File: config.mk
export PLATFORM = sky130hd
export DESIGN_NAME = washer_actuator_monitor
export DESIGN_NICKNAME = d
export VERILOG_FILES = /design/src/rtl/washer_actuator_monitor.sv
export SDC_FILE = /design/constraint.sdc
export NUM_CORES = 1
export LEC_CHECK = 0
export CAP_MARGIN = 10
export CORE_MARGIN = 1
export CORE_UTILIZATION = 44
export DETAILED_ROUTE_END_ITERATION = 8
export PLACE_DENSITY_LB_ADDON = 0.25
export SLEW_MARGIN = 20
export SYNTH_ARGS = -nofsm -noshare
export SYNTH_HDL_FRONTEND = slang
export SYNTH_SLANG_ARGS = --single-unit
File: constraint.sdc
create_clock -name clk -period 2.9 [get_ports clk]
set_input_delay 0.29 -clock clk [delete_from_list [all_inputs] [get_ports clk]]
set_output_delay 0.29 -clock clk [all_outputs]
set_load 0.01 [all_outputs]
File: src/rtl/washer_actuator_monitor.sv
// Plant model and safety monitor for the washer controller's actuator commands:
// tracks water level and drum speed, latches the first unsafe pattern seen, counts cycles.
module washer_actuator_monitor #(
   parameter int unsigned LVL_W      = 8,
   parameter int unsigned LVL_MAX    = 200,
   parameter int unsigned FILL_STEP  = 20,
   parameter int unsigned DRAIN_STEP = 25,
   parameter int unsigned SPD_W      = 4,
   parameter int unsigned SPD_MAX    = 15,
   parameter int unsigned WDOG       = 31
) (
   input  logic             clk,
   input  logic             reset,
   input  logic             fill_valve,
   input  logic             motor,
   input  logic             drain_valve,
   input  logic             soap_dispenser,
   input  logic             done,
   input  logic [2:0]       state,
   input  logic             fault_clr,
   output logic [LVL_W-1:0] water_level,
   output logic             tank_full,
   output logic             tank_empty,
   output logic [SPD_W-1:0] drum_speed,
   output logic             fault,
   output logic [2:0]       fault_code,
   output logic             interlock,
   output logic [7:0]       cycle_count
);

   localparam int unsigned LX_W = LVL_W + 1;
   localparam int unsigned WD_W = $clog2(WDOG + 1);

   localparam logic [2:0] ST_IDLE = 3'd0;
   localparam logic [2:0] ST_WASH = 3'd2;
   localparam logic [2:0] ST_DONE = 3'd5;

   localparam logic [2:0] FC_NONE     = 3'd0;
   localparam logic [2:0] FC_FILL_DRN = 3'd1;
   localparam logic [2:0] FC_DRY_WASH = 3'd2;
   localparam logic [2:0] FC_OVERFLOW = 3'd3;
   localparam logic [2:0] FC_WATCHDOG = 3'd4;
   localparam logic [2:0] FC_ILLEGAL  = 3'd5;

   typedef enum logic [1:0] {
      M_IDLE  = 2'd0,
      M_RUN   = 2'd1,
      M_FAULT = 2'd2
   } mon_state_e;

   mon_state_e       mstate_q, mstate_d;
   logic [LVL_W-1:0] level_q, level_d;
   logic             full_q, full_d;
   logic             empty_q, empty_d;
   logic [SPD_W-1:0] speed_q, speed_d;
   logic             fault_q, fault_d;
   logic             interlock_q, interlock_d;
   logic [2:0]       fault_code_q, fault_code_d;
   logic [7:0]       cycle_count_q, cycle_count_d;
   logic [WD_W-1:0]  wdog_q, wdog_d;
   logic [2:0]       prev_state_q, prev_state_d;
   logic             done_q, done_d;

   logic [LX_W-1:0]  lvl_ext_c;
   logic [LX_W-1:0]  lvl_sum_c;
   logic [2:0]       cond_code_c;
   logic             cond_any_c;
   logic             unused_soap_c;

   // Soap dispensing has no plant effect and no safety rule attached.
   assign unused_soap_c = soap_dispenser;

   // Water level: widened arithmetic so neither direction can wrap.
   always_comb begin
      lvl_ext_c = {1'b0, level_q};
      lvl_sum_c = lvl_ext_c + LX_W'(FILL_STEP);
      level_d   = level_q;
      if (fill_valve && !drain_valve) begin
         level_d = (lvl_sum_c > LX_W'(LVL_MAX)) ? LVL_W'(LVL_MAX) : lvl_sum_c[LVL_W-1:0];
      end else if (drain_valve && !fill_valve) begin
         level_d = (lvl_ext_c < LX_W'(DRAIN_STEP)) ? '0
                                                    : LVL_W'(lvl_ext_c - LX_W'(DRAIN_STEP));
      end
      full_d  = (level_d == LVL_W'(LVL_MAX));
      empty_d = (level_d == '0);
   end

   // Drum speed ramps one step per clock toward SPD_MAX or zero.
   always_comb begin
      speed_d = speed_q;
      if (motor && speed_q != SPD_W'(SPD_MAX)) begin
         speed_d = speed_q + SPD_W'(1);
      end else if (!motor && speed_q != '0) begin
         speed_d = speed_q - SPD_W'(1);
      end
   end

   // Watchdog measures how long a single active state has been held.
   always_comb begin
      prev_state_d = state;
      done_d       = done;
      if (state != prev_state_q || state == ST_IDLE || state == ST_DONE) begin
         wdog_d = '0;
      end else if (wdog_q == WD_W'(WDOG)) begin
         wdog_d = wdog_q;
      end else begin
         wdog_d = wdog_q + WD_W'(1);
      end
   end

   // Fault conditions in priority order; the lowest code wins.
   always_comb begin
      cond_code_c = FC_NONE;
      if (fill_valve && drain_valve) begin
         cond_code_c = FC_FILL_DRN;
      end else if (motor && state == ST_WASH && level_q == '0) begin
         cond_code_c = FC_DRY_WASH;
      end else if (fill_valve && full_q) begin
         cond_code_c = FC_OVERFLOW;
      end else if (wdog_q == WD_W'(WDOG)) begin
         cond_code_c = FC_WATCHDOG;
      end else if (state[2] && state[1] || (done && state != ST_DONE)) begin
         cond_code_c = FC_ILLEGAL;
      end
      cond_any_c = (cond_code_c != FC_NONE);
   end

   // Monitor FSM: next state and latched fault code.
   always_comb begin
      mstate_d     = mstate_q;
      fault_code_d = fault_code_q;
      unique case (mstate_q)
         M_IDLE: begin
            if (cond_any_c) begin
               mstate_d     = M_FAULT;
               fault_code_d = cond_code_c;
            end else if (state != ST_IDLE) begin
               mstate_d = M_RUN;
            end
         end
         M_RUN: begin
            if (cond_any_c) begin
               mstate_d     = M_FAULT;
               fault_code_d = cond_code_c;
            end else if (state == ST_IDLE) begin
               mstate_d = M_IDLE;
            end
         end
         M_FAULT: begin
            if (fault_clr && !cond_any_c) begin
               mstate_d     = M_IDLE;
               fault_code_d = FC_NONE;
            end
         end
         default: begin
            mstate_d     = M_IDLE;
            fault_code_d = FC_NONE;
         end
      endcase
      fault_d     = (mstate_d == M_FAULT);
      interlock_d = (mstate_d == M_FAULT);
   end

   // Completed cycles: rising edge of done while running.
   always_comb begin
      cycle_count_d = cycle_count_q;
      if (done && !done_q && mstate_q == M_RUN && cycle_count_q != 8'hFF) begin
         cycle_count_d = cycle_count_q + 8'd1;
      end
   end

   always_ff @(posedge clk or posedge reset) begin
      if (reset) begin
         mstate_q      <= M_IDLE;
         level_q       <= '0;
         full_q        <= 1'b0;
         empty_q       <= 1'b1;
         speed_q       <= '0;
         fault_q       <= 1'b0;
         interlock_q   <= 1'b0;
         fault_code_q  <= FC_NONE;
         cycle_count_q <= '0;
         wdog_q        <= '0;
         prev_state_q  <= ST_IDLE;
         done_q        <= 1'b0;
      end else begin
         mstate_q      <= mstate_d;
         level_q       <= level_d;
         full_q        <= full_d;
         empty_q       <= empty_d;
         speed_q       <= speed_d;
         fault_q       <= fault_d;
         interlock_q   <= interlock_d;
         fault_code_q  <= fault_code_d;
         cycle_count_q <= cycle_count_d;
         wdog_q        <= wdog_d;
         prev_state_q  <= prev_state_d;
         done_q        <= done_d;
      end
   end

   assign water_level = level_q;
   assign tank_full   = full_q;
   assign tank_empty  = empty_q;
   assign drum_speed  = speed_q;
   assign fault       = fault_q;
   assign fault_code  = fault_code_q;
   assign interlock   = interlock_q;
   assign cycle_count = cycle_count_q;

endmodule

# Word-level counts from Yosys, hierarchy flattened
# Cells that the tools add are included.
classes:
  n_mux: 22
  order_cmp: 2
  eq_ne: 14
  n_reduce_logical: 32
  n_mul: 0
  bitwise_logic: 0
  shifts: 0
  add_sub_neg: 6
  div: 0
op_table:
  columns: ["op", "count"]
  rows:
  - ["2-to-1 mux 8 bit", 4]
  - ["2-to-1 mux 3 bit", 7]
  - ["zero test 8 bit", 2]
  - ["logical AND 1 bit", 14]
  - ["2-to-1 mux 2 bit", 5]
  - ["2-to-1 mux 5 bit", 2]
  - ["adder 8 x 5 -> 9 bit, second input constant", 1]
  - ["> comparator 9 x 8 -> 1 bit, second input constant", 1]
  - ["adder 8 x 1 -> 8 bit, second input constant", 1]
  - ["== test 8 bit, second input constant", 1]
  - ["< comparator 8 x 5 -> 1 bit, second input constant", 1]
  - ["2-to-1 mux 4 bit", 2]
  - ["inequality test 8 bit, second input constant", 1]
  - ["subtractor 8 x 5 -> 8 bit, second input constant", 1]
  - ["one-hot mux 2 bit (3 select lines)", 1]
  - ["one-hot mux 3 bit (2 select lines)", 1]
  - ["nonzero test 3 bit", 2]
  - ["adder 5 x 1 -> 5 bit, second input constant", 1]
  - ["== test 5 bit, second input constant", 1]
  - ["zero test 1 bit", 5]
  - ["adder 4 x 1 -> 4 bit, second input constant", 1]
  - ["== test 2 bit, second input constant", 2]
  - ["inequality test 2 bit, second input constant", 2]
  - ["inequality test 4 bit, second input constant", 1]
  - ["14 further kinds", 16]
totals:
  elab_cells: 87
  in_bits: 11
  mem_count: 0
  mem_bits_ro: 0
  regBits: 37
  latchBits: 0
  output_inout_bits: 27
  ram_bits: 0

# Logic depth before layout (Yosys ltp)
depth:
  word_depth: 14
  depth_mapped: 9
  depth_no_buf: 8

# Worst setup path after synthesis
# OpenSTA, ideal clock, no wires.
synth_path:
  path_kind: "register to register"
  start: "register level_q[2] (netlist: water_level[2])"
  end: "register empty_q (netlist: tank_empty)"
  arrival_time_ps: 2165
  synth_period_minus_slack_ps: 2228
  setup_time_ps: 63
  slack_ps: 672
  path_buffers: 1
  required_time_ps: 2837
  stages_incl_launch_ff: 9
  cell_sequence: "dfrtp_1 > buf_2 > inv_1 > ha_1 > nor4_1 > a2111oi_1 > or4_1 > nand2_1 > and4b_1"
synth_via:
  elab_chain_cells: 5
  word_cells_on_any_way: 9
  cone_classes: "2 x add/sub; 2 x order compare; 4 x mux; 1 x reduce/logical"
synth_rtl:
  columns: ["element", "line_no", "source"]
  rows:
  - ["start: declaration", "52", "logic [LVL_W-1:0] level_q, level_d;"]
  - ["start signal: assignment", "188", "level_q <= level_d;"]
  - ["adder 8 x 5 -> 9 bit, or another cell as far along", "76", "lvl_sum_c = lvl_ext_c + LX_W'(FILL_STEP);"]
  - ["> comparator 9 x 8 -> 1 bit or 2-to-1 mux 8 bit (tied branches)", "79, 81", null]
  - ["2-to-1 mux 8 bit, on equally long branches", "79, 80", null]
  - ["2-to-1 mux 8 bit *", "78", "if (fill_valve && !drain_valve) begin"]
  - ["zero test 8 bit *", "85", "empty_d = (level_d == '0);"]
  - ["named net empty_d", "54", "logic empty_q, empty_d;"]
  - ["end signal: assignment", "190", "empty_q <= empty_d;"]
  - ["end: declaration", "54", null]
# Mark *: on every way through the listed nets, which the timed path passes. The rest lies on a longest branch.
# A chain may end at the register's enable or synchronous reset.

# Final worst setup path
layout_path:
  start: "register level_q[1] (netlist: water_level[1])"
  end: "register full_q (netlist: tank_full)"
layout_via:
  elab_chain_cells: 5
  word_cells_on_any_way: 9
  cone_classes: "2 x add/sub; 2 x order compare; 1 x eq/ne; 4 x mux"
layout_rtl:
  columns: ["element", "line_no", "source"]
  rows:
  - ["adder 8 x 5 -> 9 bit, or another cell as far along", "76", null]
  - ["> comparator 9 x 8 -> 1 bit or 2-to-1 mux 8 bit (tied branches)", "79, 81", null]
  - ["2-to-1 mux 8 bit, on equally long branches", "79, 80", null]
  - ["2-to-1 mux 8 bit *", "78", null]
  - ["== test 8 bit *", "84", "full_d = (level_d == LVL_W'(LVL_MAX));"]
  - ["named net full_d", "53", "logic full_q, full_d;"]
  - ["end signal: assignment", "189", "full_q <= full_d;"]
  - ["end: declaration", "53", null]
# Marks and branches as above.

==> impl_metrics.env <==
export IMPL_drt_iter0_markers=143
export IMPL_ant_nets=0
export IMPL_skew_ns=0.00452
export IMPL_synth_distinct_cells=59
export IMPL_vias=2190
export IMPL_synthTopCellsByCount="dfrtp_1 (36), nand2_1 (27), nor2_1 (20)"
export IMPL_cp_end_kind="flop"
export IMPL_vias_per_cell=5.73
export IMPL_cp_cell_sequence="inv_1, ha_1, nor2b_1, o21ai_1, a2111oi_0, a311o_1, nand2_1, nor3_1"
export IMPL_dieHeight_um=75.9
export IMPL_netSwitchingFraction=0.416
export IMPL_hp_class="primary input to async pin"
export IMPL_critPathKind="flop to flop"
export IMPL_dr_pass1_iters=5
export IMPL_crit_fanout=6
export IMPL_core_area_um2=5170
export IMPL_cp_required_ns=3.08
export IMPL_wl_per_cell_um=14.7
export IMPL_p_int_w=0.00151
export IMPL_arrival_ns=2.67
export IMPL_synth_area_um2=2400
export IMPL_place_hpwl_um=4140
export IMPL_critical_path_top_delay_family="compound AO/OA/AOI/OAI gates"
export IMPL_yosys_warnings=0
export IMPL_nets=334
export IMPL_ctsResizeCount=0
export IMPL_ir_worst_vdd_uv=472
export IMPL_synth_seq_cells=37
export IMPL_antenna_cells=0
export IMPL_cp_num_buf_inv=1
export IMPL_cap_viol_max_count=0
export IMPL_place_ws_ns=0.500
export IMPL_fillers=438
export IMPL_combPwrFrac=0.489
export IMPL_start_util=0.465
export IMPL_yosysMostFrequentCell="dfrtp_1"
export IMPL_synthesis_nets=297
export IMPL_cts_buffer_depth=2
export IMPL_avgSynthCellArea_um2=8.77
export IMPL_cts_buffers_inserted=5
export IMPL_r2r_setup_slack_ns=0.40
export IMPL_grt_overflow=0
export IMPL_p_leak_nw=1.27
export IMPL_slew_violations=0
export IMPL_root_buffer="clkbuf_8"
export IMPL_tightest_slew_ns=0.632
export IMPL_cts_tree="yes"
export IMPL_sequentialPowerShare=0.336
export IMPL_outcome="complete, no violations"
export IMPL_cts_sinks=37
export IMPL_syn_to_final_growth_pct=23.4
export IMPL_whs_ns=0.413
export IMPL_max_freq_mhz=401
export IMPL_switching_power_w=0.00108
export IMPL_cts_hold_buf=0
export IMPL_grtUsageTotal=0.212
export IMPL_synth_top_cells_by_area="dfrtp_1 (37%), ha_1 (5.7%), nand2_1 (4.2%)"
export IMPL_post_route_period_util=0.860
export IMPL_routed_wl_um=5600
export IMPL_fin_crit_ns=2.50
export IMPL_grt_setup_unrepaired="no"
export IMPL_grt_pass1_wl_um=9920
export IMPL_drive_gt1_frac=0.0737
export IMPL_synth_edf_count=0
export IMPL_gp_congestion=0.898
export IMPL_regArea_um2=927
export IMPL_ys_async_sr_fraction=1.00
export IMPL_multi_input_area_um2=1350
export IMPL_cp_start_kind="flop"
export IMPL_report_final_setup_viol=0
export IMPL_clkTransAtPathRegs_ns=0.07
export IMPL_grt_pass1_vias=2111
export IMPL_ys_seq_area_frac=0.386
export IMPL_crit_start="water_level[1]$_DFF_PP0_"
export IMPL_drc=0
export IMPL_relSlewSlack=0.576
export IMPL_grt_max_degree=38
export IMPL_p_clk_frac=0.175
export IMPL_fp_dieArea_um2=5760
export IMPL_hold_viol=0
export IMPL_insertion_delay_ns=0.28
export IMPL_synthCells=274
export IMPL_htreeDepth=2
export IMPL_die_w_um=75.9
export IMPL_cpMaxStageDelayCell="a2111oi_0"
export IMPL_antenna_found_initial=0
export IMPL_tns_ns=0
export IMPL_fin_cells=382
export IMPL_io_buffers=36
export IMPL_synth_largest_area_cell="dfrtp_1"
export IMPL_power_density_nw_per_um2=874
export IMPL_synth_top_cell_area_share=0.375
export IMPL_fp_row_count=26
export IMPL_boundaryPins=38
export IMPL_fin_ws_ns=0.405
export IMPL_max_stage_delay_ns=0.52
export IMPL_ys_flop_type="dfrtp_1"
export IMPL_r2r_start="water_level[1]$_DFF_PP0_"
export IMPL_dp_cells=374
export IMPL_cts_setup_buffers=0
## layer usage
| metal | routed length, µm | global-route usage |
|---|---|---|
| met2 | 2590 | 0.342 |
| met5 | 0 | 0 |
| met1 | 2570 | 0.280 |
| met3 | 317 | 0.0373 |
| met4 | 114 | 0.0885 |
## power groups by stage
stage | sequential [W] | combinational, W | clock (W)
floorplan | 0.000815 | 0.000844 | 0
global placement | 0.000867 | 0.00123 | 0
detailed placement | 0.000870 | 0.00126 | 0
CTS | 0.000860 | 0.00126 | 0.000471
global route | 0.000891 | 0.00142 | 0.000488
finish | 0.000871 | 0.00127 | 0.000455
## layout make-up
cell class              count  area share
clock buffers               7      0.0291
inverters                  15      0.0190
multi-input cells         207       0.456
repair buffers             45       0.144
well taps                  70      0.0295
flip-flops and latches     37       0.313
clock inverters             1      0.0101
## worst paths after layout
kind	cells past startpoint	endpoint
max	8	tank_full$_DFF_PP0_
min	3	cycle_count[5]$_DFFE_PP0P_
max in group asynchronous	3	tank_empty$_DFF_PP1_
max reg2reg	8	tank_full$_DFF_PP0_
min reg2reg	1	mstate_q[1]$_DFF_PP0_
min in group clk	1	mstate_q[1]$_DFF_PP0_
## cells in the final DEF, fill, tap and decap left out, types with 3 or more instances in the layout
| cell | Yosys | layout |
|---|---|---|
| clkbuf_8 | 0 | 6 |
| ha_1 | 11 | 11 |
| nor2_1 | 20 | 20 |
| nand4_1 | 7 | 7 |
| nor4_1 | 4 | 4 |
| o21ai_0 | 11 | 11 |
| o2111ai_1 | 3 | 3 |
| xnor2_1 | 8 | 8 |
| and3_1 | 6 | 6 |
| xor2_1 | 6 | 6 |
| o22ai_1 | 3 | 3 |
| dfrtp_1 | 36 | 36 |
| nand2b_1 | 6 | 6 |
| clkdlybuf4s50_1 | 0 | 36 |
| a32oi_1 | 3 | 3 |
| o21ai_1 | 6 | 6 |
| inv_1 | 15 | 15 |
| a31oi_1 | 3 | 3 |
| a21oi_1 | 16 | 16 |
| nand2_1 | 27 | 27 |
| mux2i_1 | 3 | 3 |
| nor3_1 | 9 | 9 |
| buf_4 | 1 | 9 |
| nor2b_1 | 5 | 5 |
| a211oi_1 | 3 | 3 |
| o21a_1 | 3 | 3 |
| nand3_1 | 6 | 6 |
| or3_1 | 4 | 4 |
## worst reg2reg max path: cells and delay by family (launching register included)
family,cells,cell delay (ns)
AO/OA/AOI/OAI,3,0.95
AND/OR/NAND/NOR,3,0.65
flip-flops,1,0.45
adder cells (fa/ha/maj),1,0.23
buffers and inverters,1,0.12
## per-stage QoR
| stage | power (W) | utilization | instance area (µm²) |
|---|---|---|---|
| finish | 0.00259 | 0.574 | 2970 |
| floorplan | 0.00166 | - | 2400 |
| global placement | 0.00210 | 0.551 | 2850 |
| detailed placement | 0.00213 | 0.551 | 2850 |
| CTS | 0.00259 | 0.574 | 2970 |
| global route | 0.00280 | 0.574 | 2970 |
## flip-flops by register name, summed over array words and instances, names as in the netlist
name,flops
wdog_q,5
tank_empty,1
fault_code,3
cycle_count,8
tank_full,1
interlock,1
done_q,1
drum_speed,4
prev_state_q,3
water_level,8
mstate_q,2
## logic make-up after synthesis
group           after synthesis  synth area share
simple gates                105             0.226
compound gates               72             0.202
flops                        37             0.386
buf+inv                      30            0.0521
xor+xnor                     14            0.0510
fa+ha+maj                    12            0.0656
mux                           4            0.0172
(Power assumes the default switching activity.)
